`src/rtl/router_input_buffer.sv`:
```
// Credit-based router input port: DEPTH-entry flit FIFO, XY route request
// for the packet at the head, and a one-cycle credit pulse per dequeued flit.
module router_input_buffer #(
    parameter int DEPTH = 4,
    parameter int WIDTH = 20
) (
    input  logic                     clk,
    input  logic                     RST,
    input  logic [3:0]               position,
    input  logic [WIDTH-1:0]         in,
    input  logic                     vi,
    output logic                     co,
    output logic [WIDTH-1:0]         dout,
    output logic                     out_valid,
    output logic [4:0]               route_req,
    input  logic                     grant,
    output logic [$clog2(DEPTH):0]   count,
    output logic                     overflow,
    output logic                     proto_err
);
    localparam int PW = $clog2(DEPTH);
    localparam int CW = PW + 1;

    typedef enum logic {S_IDLE, S_ACTIVE} state_t;

    // dest/pos are {x[1:0], y[1:0]}; result is one-hot {L, W, S, E, N}
    function automatic logic [4:0] f_xy_route(input logic [3:0] dest, input logic [3:0] pos);
        logic [4:0] r;
        if (dest[3:2] > pos[3:2])      r = 5'b00010;
        else if (dest[3:2] < pos[3:2]) r = 5'b01000;
        else if (dest[1:0] > pos[1:0]) r = 5'b00001;
        else if (dest[1:0] < pos[1:0]) r = 5'b00100;
        else                           r = 5'b10000;
        return r;
    endfunction

    logic [WIDTH-1:0] r_mem [DEPTH];
    logic [PW-1:0]    r_wptr;
    logic [PW-1:0]    r_rptr;
    logic [CW-1:0]    r_count;
    logic [4:0]       r_route;
    logic             r_co;
    logic             r_overflow;
    logic             r_proto_err;
    state_t           r_state;

    logic [WIDTH-1:0] w_head;
    logic [1:0]       w_type;
    logic             w_valid;
    logic             w_full;
    logic             w_rd;
    logic             w_wr;
    logic             w_drop;
    logic             w_is_hdr;
    logic             w_is_tail;
    logic             w_err;
    logic [4:0]       w_head_route;

    assign w_head       = r_mem[r_rptr];
    assign w_type       = w_head[19:18];
    assign w_is_hdr     = w_type[0];
    assign w_is_tail    = (w_type == 2'b10);
    assign w_valid      = (r_count != '0);
    assign w_full       = (r_count == CW'(DEPTH));
    assign w_rd         = grant && w_valid;
    assign w_wr         = vi && (!w_full || w_rd);
    assign w_drop       = vi && w_full && !w_rd;
    assign w_head_route = f_xy_route(w_head[17:14], position);

    // A head/single while mid-packet, or a body/tail with no open packet, is a framing error
    assign w_err = w_valid && (((r_state == S_IDLE) && !w_is_hdr) ||
                               ((r_state == S_ACTIVE) && w_is_hdr));

    always_comb begin
        route_req = 5'b00000;
        if (w_valid) begin
            if (r_state == S_ACTIVE) route_req = r_route;
            else if (w_is_hdr)       route_req = w_head_route;
        end
    end

    assign dout      = w_valid ? w_head : '0;
    assign out_valid = w_valid;
    assign count     = r_count;
    assign co        = r_co;
    assign overflow  = r_overflow;
    assign proto_err = r_proto_err;

    always_ff @(posedge clk or negedge RST) begin
        if (!RST) begin
            r_wptr      <= '0;
            r_rptr      <= '0;
            r_count     <= '0;
            r_route     <= 5'b00000;
            r_co        <= 1'b0;
            r_overflow  <= 1'b0;
            r_proto_err <= 1'b0;
            r_state     <= S_IDLE;
        end else begin
            r_co <= w_rd;
            if (w_wr) r_wptr <= r_wptr + PW'(1);
            if (w_rd) r_rptr <= r_rptr + PW'(1);
            case ({w_wr, w_rd})
                2'b10:   r_count <= r_count + CW'(1);
                2'b01:   r_count <= r_count - CW'(1);
                default: r_count <= r_count;
            endcase
            if (w_drop) r_overflow  <= 1'b1;
            if (w_err)  r_proto_err <= 1'b1;
            case (r_state)
                S_IDLE: begin
                    if (w_rd && (w_type == 2'b01)) begin
                        r_route <= w_head_route;
                        r_state <= S_ACTIVE;
                    end
                end
                S_ACTIVE: begin
                    if (w_rd && (w_is_tail || w_is_hdr)) r_state <= S_IDLE;
                end
                default: r_state <= S_IDLE;
            endcase
        end
    end

    // Flit storage carries no reset; dout is masked while the FIFO is empty
    always_ff @(posedge clk) begin
        if (w_wr) r_mem[r_wptr] <= in;
    end
endmodule

```
`config.mk`:
```
export PLATFORM = sky130hd
export DESIGN_NAME = router_input_buffer
export DESIGN_NICKNAME = d
export VERILOG_FILES = /design/src/rtl/router_input_buffer.sv
export SDC_FILE = /design/constraint.sdc
export NUM_CORES = 1
export LEC_CHECK = 0
export BUFFER_PORTS_ARGS = -buffer_cell sky130_fd_sc_hd__buf_2
export CORE_MARGIN = 5
export CORE_UTILIZATION = 61
export DETAILED_ROUTE_END_ITERATION = 10
export GPL_TIMING_DRIVEN = 0
export PLACE_DENSITY = 0.85
export RECOVER_POWER = 25
export SKIP_LAST_GASP = 1
export SYNTH_ARGS = -nofsm -noshare
export SYNTH_HDL_FRONTEND = slang
export SYNTH_SLANG_ARGS = --single-unit
```
`constraint.sdc`:
```
create_clock -name clk -period 7.15 [get_ports clk]
set_input_delay 1.43 -clock clk [delete_from_list [all_inputs] [get_ports clk]]
set_output_delay 1.43 -clock clk [all_outputs]
set_load 0.005 [all_outputs]
```
==> impl_metrics.csv, run 1 <==
group,metric,value,unit
logic_synthesis,postSynthAreaPerCell,17.8,sq um
worst_setup_path,worstReg2RegStart,"r_rptr[1]",
clock_network,cts_tree,"yes",
timing,worst_slew_pin_slew,1.08,ns
worst_setup_path,critical_path_peak_fanout,10,
timing,setup_viol_count_final,0,
pwr,intPower,0.00127,W
timing,fmax,0.211,GHz
detailed_routing,routed_wire_length_per_instance,18.0,microns
clock_network,cts-root-buf,"clkbuf_8",
pwr,power.density,402,nW/um^2
timing,timing.final.crit_share,66.1,%
logic_synthesis,syn_inst,226,
timing,rsz0062_at_grt,"false",
worst_setup_path,worst_setup_path_end_kind,"output port",
finish,num-fill-cells,426,
placed_design,gp_congestion,0.809,
logic_synthesis,yosys_register_bits,96,
worst_setup_path,path_delay_family,"buffers and inverters",
detailed_routing,drt-total-wl,6.80,mm
finish,final-seq-area,2800,sq um
worst_setup_path,critPathMostFrequentCell,"buf_2",
finish,final_layout_size_suffix_gt1_share,30.9,%
logic_synthesis,synthesis.yosys.warnings,0,
timing,fin_setup_tns,0,ns
die,chipWidth,91.3,microns
worst_setup_path,critPathLaunchType,"flip-flop",
finish,nNetsFinal,334,
detailed_routing,route.vias.total,2078,
finish,multi_input_area,1120,sq um
die,pin_count,60,
logic_synthesis,post_synthesis_sequential_area_ratio,69.5,%
die,design.core.area,6390,sq um
finish,layout.cells.most_common_list,"80 x edfxtp_1, 47 x buf_2, 23 x and2_1",
worst_setup_path,crit_path_cell_trace,"buf_1 > buf_2 > mux4_2 > inv_1 > ha_1 > nand2_1 > a2111oi_0 > nand3b_1 > a21oi_1 > buf_2",
clock_network,clk_pin_slew,0.09,ns
timing,slew_violations,0,
worst_setup_path,cp.required,5.72,ns
pwr,power.total,0.00185,W
timing,fin_crit,4.73,ns
clock_network,clockBufferDepth,2,
worst_setup_path,critical_path.slowest_cell,"a2111oi_0",
pwr,power_frac_comb,38.6,%
grt,grt_pass1_vias,2248,
die,dieHeight,91.3,microns
worst_setup_path,cp_num_buf_inv,4,
logic_synthesis,netlist_area,4030,sq um
finish,n_antenna_cell,0,
placed_design,io_buffers,59,
grt,gr-total-overflow,0,
finish,layout-area-overhead-vs-synth,14.1,%
pwr,power.sequential.fraction,42.9,%
detailed_routing,drt_first_iter_violations,105,
clock_network,post_cts_resize_count,0,
logic_synthesis,synth_top_area_share,59.6,%
detailed_routing,postRouteAntennaNets,0,
grt,grt.total_usage,17.9,%
worst_setup_path,path_class,"reg -> out",
job,drv.max_cap_violation_count,0,
clock_network,setup_buffers_after_cts,0,
grt,pin_count_of_the_biggest_net_entering_global_routing,21,
clock_network,clkSinkCount,96,
pwr,power_switching,0.000583,W
clock_network,number_of_hold_buffers_added_after_cts,0,
timing,timing.slew.headroom,27.8,%
timing,post_route_clock_skew,0.0122,ns
pwr,vdd_drop_max,0.234,mV
grt,first_pass_grt_wire_length,11.5,mm
logic_synthesis,synth_area_leader_cell,"edfxtp_1",
status,outcome,"completed",
finish,layout_commonest_cell,"edfxtp_1",
pwr,leakage_dissipation,1.71,nW
logic_synthesis,synth_net_count,264,
min_path,timing.hold.worst.start,"overflow",
pwr,pwr-share-clk,18.5,%
clock_network,h-tree-depth,3,
die,initial_utilization,63.1,%
worst_setup_path,crit_path_start,"r_rptr[1]",
detailed_routing,drt_first_pass_iters,4,
min_path,hold_path_class,"reg -> reg",
worst_setup_path,worst-endpoint-arrival,3.30,ns
placed_design,dp.final_hpwl,4.60,mm
detailed_routing,vias_per_cell,5.50,
logic_synthesis,synth.top_cells.by_area,"edfxtp_1 60%, mux4_2 11%, dfrtp_1 9.9%",
pwr,switching_share,31.5,%
worst_setup_path,critical_path.max_stage_delay,0.55,ns
timing,hold_viol,0,
die,placement_rows,29,
clock_network,tritoncts.num_buffers,9,
die,design.die.area,8340,sq um
detailed_routing,drc_errors,0,
logic_synthesis,synth_cell_types,34,
grt,antenna_violations_before_repair,0,
clock_network,insertion_delay,0.35,ns
-- cell families (layout without fill, tap and decap cells) --
group	Yosys count	in the layout	share of synthesized area [%]
flops	96	96	69.5
simple gates	49	49	7.54
mux	26	26	13.3
buf+inv	24	99	2.79
compound gates	14	14	2.08
fa+ha+maj	10	10	3.29
xor+xnor	7	7	1.52
-- Yosys cell counts --
| master | instances |
|---|---|
| fa_1 | 1 |
| xor2_1 | 3 |
| mux2i_1 | 1 |
| inv_2 | 1 |
| buf_1 | 1 |
| xnor2_1 | 4 |
| a21o_1 | 3 |
| nand4bb_1 | 1 |
| a21oi_1 | 7 |
| nor4_1 | 1 |
| dfrtp_1 | 16 |
| ha_1 | 9 |
| buf_6 | 2 |
| nor2_1 | 4 |
| and2_4 | 1 |
| edfxtp_1 | 80 |
| clkbuf_1 | 4 |
| o21a_1 | 1 |
| a2111oi_0 | 1 |
| nor4b_1 | 1 |
| nand3b_1 | 3 |
| mux2_4 | 5 |
| and2_1 | 23 |
| nand2_1 | 9 |
| nor3_4 | 1 |
| nor2b_1 | 3 |
| o21ai_0 | 1 |
| buf_2 | 3 |
| inv_1 | 12 |
| nand4b_1 | 1 |
| nor4bb_1 | 1 |
| o21ai_1 | 1 |
| mux4_2 | 20 |
| buf_4 | 1 |
-- stage by stage --
stage / std cells / setup WS, ns / instance area (sq um) / hold slack (ns) / util, %
final: 378 / 2.42 / 4600 / 0.468 / 72.0
after global routing: 378 / 2.06 / 4600 / 0.498 / 72.0
after CTS: 378 / 2.36 / 4620 / 0.469 / 72.3
after detailed placement: 362 / 2.75 / 4420 / 0.444 / 69.3
after global placement: 362 / 2.80 / 4420 / 0.438 / 69.3
after floorplan: 226 / 3.13 / 4030 / 0.451 / -
-- power groups by stage --
| stage | clock (W) | sequential [W] | combinational [W] |
|---|---|---|---|
| after global placement | 0 | 0.000798 | 0.000708 |
| after CTS | 0.000348 | 0.000795 | 0.000732 |
| after detailed placement | 0 | 0.000807 | 0.000728 |
| final | 0.000341 | 0.000793 | 0.000714 |
| after global routing | 0.000375 | 0.000807 | 0.000801 |
| after floorplan | 0 | 0.000793 | 0.000494 |
-- sequential cells by signal, indices dropped and copies added (netlist names) --
name / flops
r_state: 1
overflow: 1
r_route: 5
count: 3
co: 1
r_wptr: 2
r_rptr: 2
r_mem: 80
proto_err: 1
-- worst paths after layout --
check | endpoint | slack (ns) | cells past startpoint
max | route_req[4] | 2.42 | 10
min | overflow | 0.47 | 1
max reg2reg | r_route[4] | 4.31 | 8
min reg2reg | overflow | 0.47 | 1
max in group asynchronous | r_rptr[0] | 5.41 | 1
min in group asynchronous | r_route[2] | 1.18 | 1
-- per-layer routing --
metal	share of wire, %	global-route usage, %
met5	0	0
met4	1.2	5.50
met3	4.9	4.21
met2	52	30.6
met1	42	22.9
-- cell type report --
type                       count  area share, %
multi-input combinational    106           24.3
inverter                      13           1.06
sequential                    96           60.9
timing repair buffer          59           6.01
clock inverter                 6           1.47
clock buffer                  10           2.77
buffer                        11           1.39
tap                           77           2.09
(Power assumes the default switching activity.)
==> run 2, diff against run 1 <==
--- a/config.mk
+++ b/config.mk
@@ -7,10 +7,10 @@
 export LEC_CHECK = 0
 export BUFFER_PORTS_ARGS = -buffer_cell sky130_fd_sc_hd__buf_2
 export CORE_MARGIN = 5
-export CORE_UTILIZATION = 61
+export CORE_UTILIZATION = 56
 export DETAILED_ROUTE_END_ITERATION = 10
 export GPL_TIMING_DRIVEN = 0
-export PLACE_DENSITY = 0.85
+export PLACE_DENSITY = 0.79
 export RECOVER_POWER = 25
 export SKIP_LAST_GASP = 1
 export SYNTH_ARGS = -nofsm -noshare
==> constraint.sdc (replaced) <==
create_clock -name clk -period 4.5 [get_ports clk]
set_input_delay 0.9 -clock clk [delete_from_list [all_inputs] [get_ports clk]]
set_output_delay 0.9 -clock clk [all_outputs]
set_load 0.005 [all_outputs]
==> impl_metrics.csv, run 2 (same netlist as run 1, synthesis figures left out) <==
group,metric,value,unit
status,outcome,"completed",
detailed_routing,drc_errors,0,
detailed_routing,routed_wire_length_per_instance,17.1,microns
worst_setup_path,path_delay_family,"buffers and inverters",
worst_setup_path,worstReg2RegStart,"r_rptr[1]",
timing,final.hold.worst_slack,0.454,ns
clock_network,clockBufferDepth,2,
worst_setup_path,r2r_setup_slack,1.75,ns
min_path,hold_path_class,"reg -> reg",
worst_setup_path,cp.required,3.60,ns
timing,timing.final.crit_share,92.2,%
detailed_routing,vias_per_cell,5.25,
die,chipWidth,94.9,microns
grt,first_pass_grt_wire_length,11.1,mm
worst_setup_path,critical_path.slowest_cell,"a2111oi_1",
detailed_routing,route.vias.total,2095,
die,pin_count,60,
placed_design,dpl.cell_count,384,
finish,final_layout_size_suffix_gt1_share,31.7,%
timing,setup_viol_count_final,0,
grt,pin_count_of_the_biggest_net_entering_global_routing,21,
min_path,holdPathEnd,"proto_err",
clock_network,h-tree-depth,3,
min_path,hold_path_depth,1,
worst_setup_path,path_class,"reg -> out",
finish,n_antenna_cell,0,
worst_setup_path,worst_setup_path_end_kind,"output port",
worst_setup_path,worst-endpoint-arrival,3.25,ns
clock_network,cts_tree,"yes",
finish,layout.cells.most_common_list,"80 x edfxtp_1, 50 x buf_2, 23 x and2_1",
clock_network,tritoncts.num_buffers,9,
finish,layout_commonest_cell,"edfxtp_1",
worst_setup_path,critPathLaunchType,"flip-flop",
worst_setup_path,crit_path_cell_trace,"buf_1 > buf_2 > mux4_2 > inv_1 > ha_1 > nand2_1 > a2111oi_1 > nand3b_1 > a21oi_1 > buf_2",
placed_design,preCtsSetupSlack,0.591,ns
clock_network,clk_pin_slew,0.08,ns
clock_network,insertion_delay,0.34,ns
pwr,power.density,641,nW/um^2
clock_network,clkSinkCount,96,
clock_network,number_of_hold_buffers_added_after_cts,0,
timing,fmax,0.241,GHz
timing,timing.final.ws_setup,0.349,ns
grt,gr-total-overflow,0,
timing,slew_violations,0,
placed_design,gp_congestion,0.769,
timing,worst_slew_pin_slew,1.05,ns
die,placement_rows,31,
detailed_routing,drt-total-wl,6.84,mm
worst_setup_path,critical_path_peak_fanout,10,
grt,grt.total_usage,16.9,%
worst_setup_path,critical_path.max_stage_delay,0.52,ns
finish,flip_flop_count_of_the_largest_register_after_layout,80,
pwr,vdd_drop_max,0.334,mV
detailed_routing,drt_first_pass_iters,4,
finish,layout-area-overhead-vs-synth,15.2,%
finish,final-instance-count-excl-fill,399,
min_path,timing.hold.worst.start,"proto_err",
timing,fin_crit,4.15,ns
pwr,leakage_dissipation,1.73,nW
timing,fin_setup_tns,0,ns
clock_network,cts-root-buf,"clkbuf_8",
timing,post_route_clock_skew,0.00764,ns
placed_design,dp.final_hpwl,4.71,mm
finish,nNetsFinal,334,
worst_setup_path,r2r.worst_path.cells,8,
job,drv.max_cap_violation_count,0,
worst_setup_path,worst_r2r_endpoint,"r_route[4]",
timing,timing.slew.headroom,30.1,%
worst_setup_path,cp_num_buf_inv,4,
worst_setup_path,critPathMostFrequentCell,"buf_2",
grt,grt_pass1_vias,2192,
timing,hold_viol,0,
die,dieHeight,94.9,microns
detailed_routing,postRouteAntennaNets,0,
timing,rsz0062_at_grt,"false",
die,initial_utilization,56.5,%
finish,top_register,"r_mem",
die,design.core.area,7140,sq um
grt,antenna_violations_before_repair,0,
die,design.die.area,9000,sq um
detailed_routing,drt_first_iter_violations,99,
placed_design,io_buffers,59,
-- run 2: changes by cell type in the layout (fill, tap and decap cells not counted) --
cell and delta:
a2111oi_0 -1, inv_6 -1, buf_2 +3, a2111oi_1 +1, clkinv_1 +1, bufinv_16 +1, clkinvlp_4 -1, clkbuf_1 -4
-- run 2: how the worst max path moves through the flow --
stage	startpoint	endpoint	depth (start not counted)
after floorplan	r_rptr[0]	route_req[4]	8
after global placement	r_rptr[1]	route_req[4]	10
after detailed placement	r_rptr[1]	route_req[4]	10
after CTS	r_rptr[1]	route_req[4]	10
after global routing	r_rptr[1]	route_req[4]	10
final	r_rptr[1]	route_req[4]	10
-- run 2: area by class of cell --
class,count,area (sq um)
plain buffers,11,63.8
well taps,99,124
inverters,13,48.8
flip-flops and latches,96,2800
repair buffers,59,280
clock inverters,6,85.1
fillers,550,2490
multi-input cells,106,1120
clock buffers,9,124
-- run 2: report_power, final --
group	switching [W]	total (W)	internal (W)
clock network	0.000278	0.000586	0.000308
logic	0.000559	0.00113	0.000572
registers	0.0000796	0.00126	0.00118
-- run 2: routing by layer --
metal	GRT usage [%]	part of all wire, %
met5	0	0
met4	5.29	1.1
met3	3.98	5.2
met2	28.0	49
met1	22.2	44
-- run 2: worst register-to-register path, delay by kind of cell (launching register included) --
family	cells	cell delay, ns
buffers and inverters	3	0.95
and+or+nand+nor	1	0.10
DFF	1	0.39
muxes	2	0.58
AOI/OAI and AO/OA	1	0.52
adders and majority gates	1	0.15
-- run 2: what timing repair did --
action | 4_1_cts | 5_1_grt
resized for setup | 0 | 1
endpoints found under the setup margin | 0 | 1
buffers inserted | 0 | 0
hold endpoints to repair | 0 | 0
-- run 2: per-stage QoR --
stage | cell area (sq um) | power, W | utilization [%]
3_5_place_dp | 4450 | 0.00244 | 62.4
4_1_cts | 4660 | 0.00302 | 65.3
2_1_floorplan | 4030 | 0.00204 | -
5_1_grt | 4650 | 0.00319 | 65.1
6_report | 4650 | 0.00298 | 65.1
3_3_place_gp | 4450 | 0.00240 | 62.4
